==> config.mk <==
export PLATFORM = sky130hd
export DESIGN_NAME = pipelined_prefix_adder_flat
export DESIGN_NICKNAME = d
export VERILOG_FILES = /design/src/rtl/pipelined_prefix_adder_if.sv /design/src/rtl/pipelined_prefix_adder.sv /design/src/flat_wrapper.sv
export SDC_FILE = /design/constraint.sdc
export NUM_CORES = 1
export LEC_CHECK = 0
export CORE_UTILIZATION = 50
export DETAILED_ROUTE_END_ITERATION = 12
export PLACE_DENSITY_LB_ADDON = 0.08
export SYNTH_ARGS = -nofsm -noshare
export SYNTH_HDL_FRONTEND = slang
export SYNTH_SLANG_ARGS = --single-unit
==> constraint.sdc <==
create_clock -name clk -period 1.5 [get_ports clk]
set_input_delay 0.225 -clock clk [delete_from_list [all_inputs] [get_ports clk]]
set_output_delay 0.225 -clock clk [all_outputs]
set_load 0.1 [all_outputs]
==> src/rtl/pipelined_prefix_adder_if.sv <==
// Valid/ready streaming bundle for pipelined_prefix_adder: operand side (in_*) and result side (out_*).
interface pipelined_prefix_adder_if #(
  parameter int WIDTH = 26,
  parameter int TAG_W = 4
);
  logic             in_valid;
  logic             in_ready;
  logic [WIDTH-1:0] in_a;
  logic [WIDTH-1:0] in_b;
  logic             in_cin;
  logic             in_sub;
  logic [TAG_W-1:0] in_tag;
  logic             out_valid;
  logic             out_ready;
  logic [WIDTH-1:0] out_sum;
  logic             out_cout;
  logic             out_ovf;
  logic             out_zero;
  logic [TAG_W-1:0] out_tag;

  modport slave (
    input  in_valid, in_a, in_b, in_cin, in_sub, in_tag, out_ready,
    output in_ready, out_valid, out_sum, out_cout, out_ovf, out_zero, out_tag
  );

  modport master (
    output in_valid, in_a, in_b, in_cin, in_sub, in_tag, out_ready,
    input  in_ready, out_valid, out_sum, out_cout, out_ovf, out_zero, out_tag
  );
endinterface

==> src/rtl/pipelined_prefix_adder.sv <==
// Pipelined Knowles (span-doubling) prefix adder/subtractor with valid/ready flow control.
// One precompute register, then one register per group of LVL_PER_STAGE prefix levels.
module pipelined_prefix_adder #(
  parameter int WIDTH         = 26,
  parameter int LVL_PER_STAGE = 2,
  parameter int TAG_W         = 4
) (
  input  logic                   clk,
  input  logic                   rst_n,
  pipelined_prefix_adder_if.slave bus
);
  localparam int NLVL = $clog2(WIDTH);
  localparam int NGRP = (NLVL + LVL_PER_STAGE - 1) / LVL_PER_STAGE;
  localparam int LAST = NGRP - 1;

  // Position 0 of every G/P vector is bit -1 (the carry-in); P there is tied low so
  // any span reaching it degenerates to a grey cell.
  function automatic logic [2*WIDTH+1:0] knowles_levels(
    input logic [WIDTH:0] g_in,
    input logic [WIDTH:0] p_in,
    input int             lo,
    input int             hi
  );
    logic [WIDTH:0] g_v, p_v, g_n, p_n;
    g_v = g_in;
    p_v = p_in;
    for (int k = lo; k < hi; k++) begin
      g_n = g_v;
      p_n = p_v;
      for (int j = (1 << k); j <= WIDTH; j++) begin
        g_n[j] = g_v[j] | (p_v[j] & g_v[j - (1 << k)]);
        p_n[j] = p_v[j] & p_v[j - (1 << k)];
      end
      g_v = g_n;
      p_v = p_n;
    end
    return {g_v, p_v};
  endfunction

  logic             adv_s;
  logic [WIDTH-1:0] b_x_s;
  logic             c0_s;
  logic [WIDTH:0]   g0_s;
  logic [WIDTH:0]   p0_s;

  logic             vld_r [NGRP];
  logic [WIDTH:0]   g_r   [NGRP];
  logic [WIDTH:0]   p_r   [NGRP];
  logic [WIDTH-1:0] hp_r  [NGRP];
  logic [TAG_W-1:0] tag_r [NGRP];

  logic [WIDTH:0]   grp_g_s [NGRP];
  logic [WIDTH:0]   grp_p_s [NGRP];

  logic [WIDTH-1:0] sum_s;
  logic             cout_s;
  logic             ovf_s;
  logic             zero_s;

  logic             out_valid_r;
  logic [WIDTH-1:0] out_sum_r;
  logic             out_cout_r;
  logic             out_ovf_r;
  logic             out_zero_r;
  logic [TAG_W-1:0] out_tag_r;

  assign adv_s = ~out_valid_r | bus.out_ready;

  // Operand precompute: subtraction inverts B and the carry-in.
  always_comb begin
    b_x_s = bus.in_b ^ {WIDTH{bus.in_sub}};
    c0_s  = bus.in_cin ^ bus.in_sub;
    g0_s  = {bus.in_a & b_x_s, c0_s};
    p0_s  = {bus.in_a ^ b_x_s, 1'b0};
  end

  // Prefix levels for every register group.
  always_comb begin
    for (int s = 0; s < NGRP; s++) begin
      {grp_g_s[s], grp_p_s[s]} = knowles_levels(
        g_r[s], p_r[s], s * LVL_PER_STAGE,
        (((s + 1) * LVL_PER_STAGE) < NLVL) ? ((s + 1) * LVL_PER_STAGE) : NLVL);
    end
  end

  // Result formation in the last group; cout still folds in bit -1 because a
  // power-of-two span stops one position short of it.
  always_comb begin
    sum_s  = hp_r[LAST] ^ grp_g_s[LAST][WIDTH-1:0];
    cout_s = grp_g_s[LAST][WIDTH] | (grp_p_s[LAST][WIDTH] & grp_g_s[LAST][0]);
    ovf_s  = cout_s ^ grp_g_s[LAST][WIDTH-1];
    zero_s = ~|sum_s;
  end

  // Lock-step pipeline: every stage advances together or holds together.
  always_ff @(posedge clk or negedge rst_n) begin
    if (!rst_n) begin
      for (int s = 0; s < NGRP; s++) begin
        vld_r[s] <= 1'b0;
        g_r[s]   <= '0;
        p_r[s]   <= '0;
        hp_r[s]  <= '0;
        tag_r[s] <= '0;
      end
      out_valid_r <= 1'b0;
      out_sum_r   <= '0;
      out_cout_r  <= 1'b0;
      out_ovf_r   <= 1'b0;
      out_zero_r  <= 1'b0;
      out_tag_r   <= '0;
    end else if (adv_s) begin
      vld_r[0] <= bus.in_valid;
      if (bus.in_valid) begin
        g_r[0]   <= g0_s;
        p_r[0]   <= p0_s;
        hp_r[0]  <= p0_s[WIDTH:1];
        tag_r[0] <= bus.in_tag;
      end
      for (int s = 1; s < NGRP; s++) begin
        vld_r[s] <= vld_r[s-1];
        if (vld_r[s-1]) begin
          g_r[s]   <= grp_g_s[s-1];
          p_r[s]   <= grp_p_s[s-1];
          hp_r[s]  <= hp_r[s-1];
          tag_r[s] <= tag_r[s-1];
        end
      end
      out_valid_r <= vld_r[LAST];
      if (vld_r[LAST]) begin
        out_sum_r  <= sum_s;
        out_cout_r <= cout_s;
        out_ovf_r  <= ovf_s;
        out_zero_r <= zero_s;
        out_tag_r  <= tag_r[LAST];
      end
    end
  end

  assign bus.in_ready  = adv_s;
  assign bus.out_valid = out_valid_r;
  assign bus.out_sum   = out_sum_r;
  assign bus.out_cout  = out_cout_r;
  assign bus.out_ovf   = out_ovf_r;
  assign bus.out_zero  = out_zero_r;
  assign bus.out_tag   = out_tag_r;
endmodule
==> src/flat_wrapper.sv <==
// flat-port wrapper written by rule: the top's interface ports become plain ports
module pipelined_prefix_adder_flat 
#(
  parameter int WIDTH         = 26,
  parameter int LVL_PER_STAGE = 2,
  parameter int TAG_W         = 4
)
  (clk, rst_n, bus_in_valid, bus_in_a, bus_in_b, bus_in_cin, bus_in_sub, bus_in_tag, bus_out_ready, bus_in_ready, bus_out_valid, bus_out_sum, bus_out_cout, bus_out_ovf, bus_out_zero, bus_out_tag);
  pipelined_prefix_adder_if #(.WIDTH(WIDTH), .TAG_W(TAG_W)) bus_i ();
  input  logic clk;
  input  logic rst_n;
  input wire logic [$bits(bus_i.in_valid)-1:0] bus_in_valid;
  input wire logic [$bits(bus_i.in_a)-1:0] bus_in_a;
  input wire logic [$bits(bus_i.in_b)-1:0] bus_in_b;
  input wire logic [$bits(bus_i.in_cin)-1:0] bus_in_cin;
  input wire logic [$bits(bus_i.in_sub)-1:0] bus_in_sub;
  input wire logic [$bits(bus_i.in_tag)-1:0] bus_in_tag;
  input wire logic [$bits(bus_i.out_ready)-1:0] bus_out_ready;
  output wire logic [$bits(bus_i.in_ready)-1:0] bus_in_ready;
  output wire logic [$bits(bus_i.out_valid)-1:0] bus_out_valid;
  output wire logic [$bits(bus_i.out_sum)-1:0] bus_out_sum;
  output wire logic [$bits(bus_i.out_cout)-1:0] bus_out_cout;
  output wire logic [$bits(bus_i.out_ovf)-1:0] bus_out_ovf;
  output wire logic [$bits(bus_i.out_zero)-1:0] bus_out_zero;
  output wire logic [$bits(bus_i.out_tag)-1:0] bus_out_tag;
  assign bus_i.in_valid = bus_in_valid;
  assign bus_i.in_a = bus_in_a;
  assign bus_i.in_b = bus_in_b;
  assign bus_i.in_cin = bus_in_cin;
  assign bus_i.in_sub = bus_in_sub;
  assign bus_i.in_tag = bus_in_tag;
  assign bus_i.out_ready = bus_out_ready;
  assign bus_in_ready = bus_i.in_ready;
  assign bus_out_valid = bus_i.out_valid;
  assign bus_out_sum = bus_i.out_sum;
  assign bus_out_cout = bus_i.out_cout;
  assign bus_out_ovf = bus_i.out_ovf;
  assign bus_out_zero = bus_i.out_zero;
  assign bus_out_tag = bus_i.out_tag;
  pipelined_prefix_adder #(.WIDTH(WIDTH), .LVL_PER_STAGE(LVL_PER_STAGE), .TAG_W(TAG_W)) u_core (.clk(clk), .rst_n(rst_n), .bus(bus_i));
endmodule
==> results of run 1 <==
==> stage by stage <==
step	instances	power, µW	setup TNS [ps]	worst slack (ps)	hold WS [ps]
after floorplan	855	20200	-40730	-287	-70.6
after global routing	1334	36700	-13640	-250	238
final	1334	35100	-7540	-188	210
after global placement	1264	26200	-38020	-285	166
after CTS	1319	34100	-376	-177	227
after detailed placement	1264	26700	-40550	-330	176
==> cell type report <==
cell class / count / area (µm²)
fillers: 1414 / 5980
well taps: 270 / 338
clock buffers: 37 / 743
repair buffers: 208 / 2650
multi-input cells: 563 / 4540
flip-flops and latches: 242 / 6060
clock inverters: 9 / 170
inverters: 5 / 18.8
==> registers in the layout, indices dropped and copies added, names as in the netlist <==
name,flops
u_core.p_r,34
u_core.vld_r,3
u_core.bus.out_sum,26
u_core.bus.out_zero,1
u_core.bus.out_valid,1
u_core.bus.out_ovf,1
u_core.bus.out_cout,1
u_core.tag_r,12
u_core.bus.out_tag,4
u_core.g_r,81
u_core.hp_r,78
==> cell usage after synthesis <==
cell type	number
xnor2_1	28
nand3_1	6
buf_2	21
inv_1	5
nor4_2	1
o31ai_1	11
or4_1	1
buf_1	1
o21ai_0	77
nand2_1	92
a32o_1	1
nor4_1	2
ha_1	26
xor2_1	26
a21oi_1	51
a21boi_0	1
buf_4	1
clkbuf_1	22
dfrtp_1	242
mux2_2	155
a22o_1	8
nand2b_1	1
a21o_1	50
nand4_1	18
nor2_1	8
==> cells by family (layout without fill, tap and decap cells) <==
group	Yosys count	after routing
fa+ha+maj	26	26
mux	155	155
buf+inv	50	259
flops	242	242
xor+xnor	54	54
compound gates	199	199
simple gates	129	129
==> path summary, 6_finish.rpt <==
kind	startpoint	end	slack, ps	cells past startpoint
max	u_core.hp_r[2]	u_core.bus.out_zero	-190	5
min	rst_n	u_core.bus.out_tag[3]	210	2
max reg2reg	u_core.hp_r[2]	u_core.bus.out_zero	-190	5
min reg2reg	u_core.g_r[24]	u_core.g_r[24]	490	2
max in group asynchronous	rst_n	u_core.bus.out_sum[2]	690	3
min in group clk	bus_in_tag[1]	u_core.tag_r[9]	310	2
==> timing repair <==
| action | CTS | global route |
|---|---|---|
| hold buffers | 1 | 0 |
| gates resized for setup | 32 | 50 |
| pin swaps | 8 | 25 |
| setup endpoints to repair | 7 | 88 |
| endpoints found under the hold margin | 176 | 0 |
| cloned | 0 | 11 |
| buffers inserted | 8 | 4 |
==> per-layer routing <==
layer	vias to the layer above	global-route usage [%]	share of wire, %
met2	236	39.6	49
met3	48	4.19	6.2
met1	3761	34.0	43
met4	0	5.21	1.8
li1	3434	-	-
met5	-	0	0
==> power groups by stage <==
stage	clock (µW)	sequential, µW	combinational [µW]
after floorplan	0	14000	6200
after global placement	0	11800	14400
after detailed placement	0	11900	14800
after CTS	6920	11900	15300
after global routing	7180	12300	17200
final	6850	12000	16300
==> worst max-delay path, stage by stage (launching register included) <==
cell	delay [ps]
dfrtp_1	420
xnor2_2	200
nand3_2	110
or4_4	570
nor4_4	140
a32o_1	180
==> results by group, run 1 <==
Synth
  – Synth top area share: 57.3%
  – Multiplexer share of the synthesized area: 16.5%
  – XOR/XNOR Fraction of Synth Area: 4.48%
  – Cells after synthesis: around 860
  – Post-synthesis sequential area ratio: between 50 and 60%
  – Simple-gate area share of the yosys netlist: 5.27%
  – Post-synth cell types: 25
  – Compound-cell area share of the yosys netlist: 11.2%
  – Top cells by area, synth: dfrtp_1 (57%), mux2_2 (17%), o21ai_0 (3.6%)
  – Post-synthesis adder-cell area fraction: between 3 and 4%
  – Largest family of logic cells by synthesized area: multiplexers
  – Synthesized area: 10600 µm²
  – #FFs+latches synth: 242
  – YS warnings: 0
  – Syn nets: 943
  – Cell taking the most area after synthesis: dfrtp_1
  – Average cell area after synthesis: 12.4 µm²

Timing
  – Worst-Margin Slew: around 460 ps
  – Rel. slew slack: between 60% and 70%
  – Fin crit share: 113%
  – Slew Limit Fails: 0
  – Clock skew: 9.64 ps
  – Final hold violations: 0
  – Setup repair after global routing missed its margin: yes
  – Final setup violation count: between 100 and 150
  – Post-route setup slack: -188 ps
  – Max Freq: around 590 MHz
  – Min Tclk post-route: 1690 ps

Final layout
  – Area grow syn2layout: 37.5%
  – N_diodes: 0
  – Commonest non-fill, non-tap cells in the layout: dfrtp_1 (241), mux2_2 (151), nand2_1 (85)
  – Post-route cell area: approximately 15000 µm²
  – Share of layout cells above drive strength 1: 35.5%
  – NumNets Final: 1134
  – Final core utilization: between 70% and 80%
  – Commonest non-fill, non-tap cell in the layout: dfrtp_1

CTS
  – H-tree depth: 1
  – Reg clk slew, reported paths: 60 ps
  – CTS Root Cell: clkbuf_16
  – CTS Sinks: about 240
  – Clock tree buffer depth: 3
  – CTS tree: done
  – Skew-Pair Late Insertion Delay: 530 ps
  – Cts bufs inserted: 26

Pwr
  – Power Internal: 21600 µW
  – Part of the power in registers: between 30% and 40%
  – Switching share of power: 38.6%
  – VDD IR-drop max: 1.22 mV
  – Lkg Pwr: 0.00674 µW
  – Gate power share: 46.4%
  – Switching power: 13600 µW
  – Clock network fraction of total power: 19.5%
  – Power density cells: 2420 nW/µm²

Critical path
  – Worst setup EP type: flip-flop
  – Crit Path Category: flip-flop to flip-flop
  – Req. time, crit path: 1960 ps
  – Critical Path AT: 2150 ps
  – CP Launch Type: flip-flop
  – Critical path peak fanout: 2

GRT
  – First-pass GRT wire length: 41.1 mm
  – Vias in the first global route: 7588
  – Initial antenna violation count: 0
  – GRT Total Usage: between 20% and 30%
  – Congestion Overflow GR: 0
  – Largest net degree at the start of global routing: between 40 and 50

Routing
  – Final ANT Viol Nets: 0
  – Routed WL per cell: between 20 and 25 µm
  – Routed Wire Length: 26.7 mm
  – First-pass DRT Iterations: 5
  – 1st-iter DRT viols: 419
  – DRC violations left: 0
  – Vias per cell: 5.61
  – Vias: 7479

Run status
  – Failing checks: negative setup slack
  – Status: complete, but fails checks

Floorplan
  – Die H: 147 µm
  – Num rows: 52
  – Initial Util: 51.5%
  – IO Count: 97
  – Die footprint: 21700 µm²
  – Core region area: 20500 µm²
  – Die outline width: approximately 150 µm

Hold path
  – Min-Delay Path Class: input pin to async pin

Place
  – Detailed Place HPWL: ~19 mm
  – GPL Wtd Cong: 0.912
  – Input/output buffers: 96
  – DP Area: 12900 µm²

Job
  – Max cap viols: 0
No activity file was read; power rests on OpenSTA's default activity.
==> run 2: changes to the inputs <==
Settings changed: CORE_ASPECT_RATIO set to 0.6.
==> results by group, run 2 (synthesized netlist as in run 1, its figures left out) <==
Pwr
  – Power density cells: between 2000 and 2500 nW/µm²
  – Power Internal: 21300 µW
  – Lkg Pwr: 0.00699 µW
  – Switching share of power: 41.1%
  – Gate power share: between 50% and 60%
  – Clock network fraction of total power: between 10% and 20%
  – Part of the power in registers: 34.1%
  – VDD IR-drop max: 1.95 mV
  – Switching power: 14800 µW

Final layout
  – Area grow syn2layout: 43.0%
  – Most flop-heavy register: u_core.g_r
  – Commonest non-fill, non-tap cell in the layout: dfrtp_1
  – Largest register FFs: 81
  – Commonest non-fill, non-tap cells in the layout: dfrtp_1 (240), mux2_2 (154), clkdlybuf4s50_1 (60)
  – Final core utilization: 74.1%
  – Share of layout cells above drive strength 1: 41.4%
  – Regs by FF count: u_core.g_r: 81 flops, u_core.hp_r: 78 flops, u_core.p_r: 34 flops
  – NumNets Final: about 1.2k
  – N_diodes: 0

Timing
  – Rel. slew slack: between 50% and 60%
  – Setup repair after global routing missed its margin: yes
  – Clock skew: 12.9 ps
  – Slew Limit Fails: 0
  – Final hold violations: 0
  – Min Tclk post-route: 1780 ps
  – Post-route setup slack: -283 ps
  – Max Freq: ~560 MHz
  – Final setup violation count: 206
  – Worst-Margin Slew: 650 ps
  – Fin crit share: 119%
  – Final TNS setup: -15250 ps

Floorplan
  – Die H: between 100 and 150 µm
  – Core region area: 20400 µm²
  – Initial Util: 51.8%
  – IO Count: 97
  – Die footprint: about 22000 µm²
  – Num rows: 40
  – Die outline width: 190 µm

Run status
  – Failing checks: negative setup slack
  – Status: complete, but fails checks

Place
  – Detailed Place HPWL: 19.5 mm
  – Input/output buffers: 96
  – GPL Wtd Cong: 0.864

Routing
  – Vias: between 7k and 8k
  – First-pass DRT Iterations: 5
  – Vias per cell: 5.69
  – Routed WL per cell: around 23 µm
  – 1st-iter DRT viols: 690
  – DRC violations left: 0
  – Final ANT Viol Nets: 0
  – Routed Wire Length: roughly 31 mm

GRT
  – Vias in the first global route: approximately 7.4k
  – Initial antenna violation count: 0
  – First-pass GRT wire length: 42.0 mm
  – Largest net degree at the start of global routing: 44
  – GRT Total Usage: 25.4%
  – Congestion Overflow GR: 0

Critical path
  – Worst setup EP type: flip-flop
  – Crit-path leading delay family: simple AND/OR/NAND/NOR gates
  – Critical Path AT: 2230 ps
  – Critical path peak fanout: 2
  – Req. time, crit path: 1950 ps
  – CP Launch Type: flip-flop
  – CP bufs+invs: 0
  – CP max stage cell: or4_4
  – Crit Path Category: flip-flop to flip-flop
  – Critical Path Max Stage Delay: between 600 and 700 ps
  – CP Cell Sequence: xnor2_1 > nand3_2 > or4_4 > nor4_4 > a32o_1

Job
  – Max cap viols: 0

CTS
  – H-tree depth: 1
  – Clock tree buffer depth: 3
  – CTS Sinks: ~240
  – Skew-Pair Late Insertion Delay: ~500 ps
  – Cts bufs inserted: 22
  – CTS Root Cell: clkbuf_16
  – Reg clk slew, reported paths: 70 ps
  – CTS tree: done

Hold path
  – Min-Delay Path Class: input pin to async pin
[run 2: cell types whose count changed in the layout (fill, tap and decap cells not counted), sizes merged]
| cell | before | now |
|---|---|---|
| bufinv | 5 | 0 |
| buf | 137 | 143 |
| nand2 | 92 | 96 |
| clkbuf | 47 | 56 |
[run 2: worst paths after layout]
| kind | from | endpoint | slack (ps) | depth (start not counted) |
|---|---|---|---|---|
| setup / recovery | u_core.g_r[2] | u_core.bus.out_zero | -280 | 5 |
| hold / removal | rst_n | u_core.tag_r[7] | 210 | 2 |
| setup reg to reg | u_core.g_r[2] | u_core.bus.out_zero | -280 | 5 |
| hold reg to reg | u_core.g_r[23] | u_core.g_r[23] | 500 | 2 |
| max in group asynchronous | rst_n | u_core.g_r[4] | 700 | 3 |
| min in group clk | bus_in_tag[3] | u_core.tag_r[11] | 340 | 2 |
[run 2: routing by layer]
metal | routed length, µm | GRT usage [%] | part of all wire [%] | vias to the layer above
li1 | - | - | - | 3470
met5 | 0 | 0 | 0 | -
met4 | 536 | 4.57 | 1.7 | 0
met2 | 13700 | 38.2 | 44 | 293
met1 | 14800 | 39.1 | 47 | 3886
met3 | 2290 | 4.26 | 7.3 | 41
[run 2: area by class of cell]
cell class / instances / area [µm²]
Clock inverter: 4 / 20.0
Sequential cell: 242 / 6060
Multi-Input combinational cell: 567 / 4870
Clock buffer: 33 / 643
Tap cell: 273 / 342
Timing Repair Buffer: 227 / 3150
Fill cell: 1332 / 5270
Inverter: 5 / 18.8
[run 2: metrics by stage]
step	hold WS [ps]	setup WS (ps)	total power [µW]	std cells	area [µm²]
after floorplan	-70.6	-287	20200	855	10700
after CTS	209	-249	32600	1307	13700
after global routing	242	-319	37600	1351	15100
final	210	-283	36100	1351	15100
after global placement	149	-351	26300	1263	12800
after detailed placement	148	-385	26700	1263	12800
[run 2: power by group through the flow]
stage / Sequential (µW) / Clock (µW) / Combinational, µW
2_1_floorplan: 14000 / 0 / 6200
3_3_place_gp: 11800 / 0 / 14500
3_5_place_dp: 12000 / 0 / 14800
4_1_cts: 12000 / 5410 / 15300
5_1_grt: 12600 / 5670 / 19300
6_report: 12300 / 5340 / 18400
[run 2: repair_timing]
item                                    in CTS  in global routing
gates cloned                                 3                 38
hold buffers                                 1                  0
setup buffers                                4                  7
endpoints found under the hold margin      240                  0
resized for setup                           28                180
pin swaps                                    6                 31
endpoints found under the setup margin      12                185
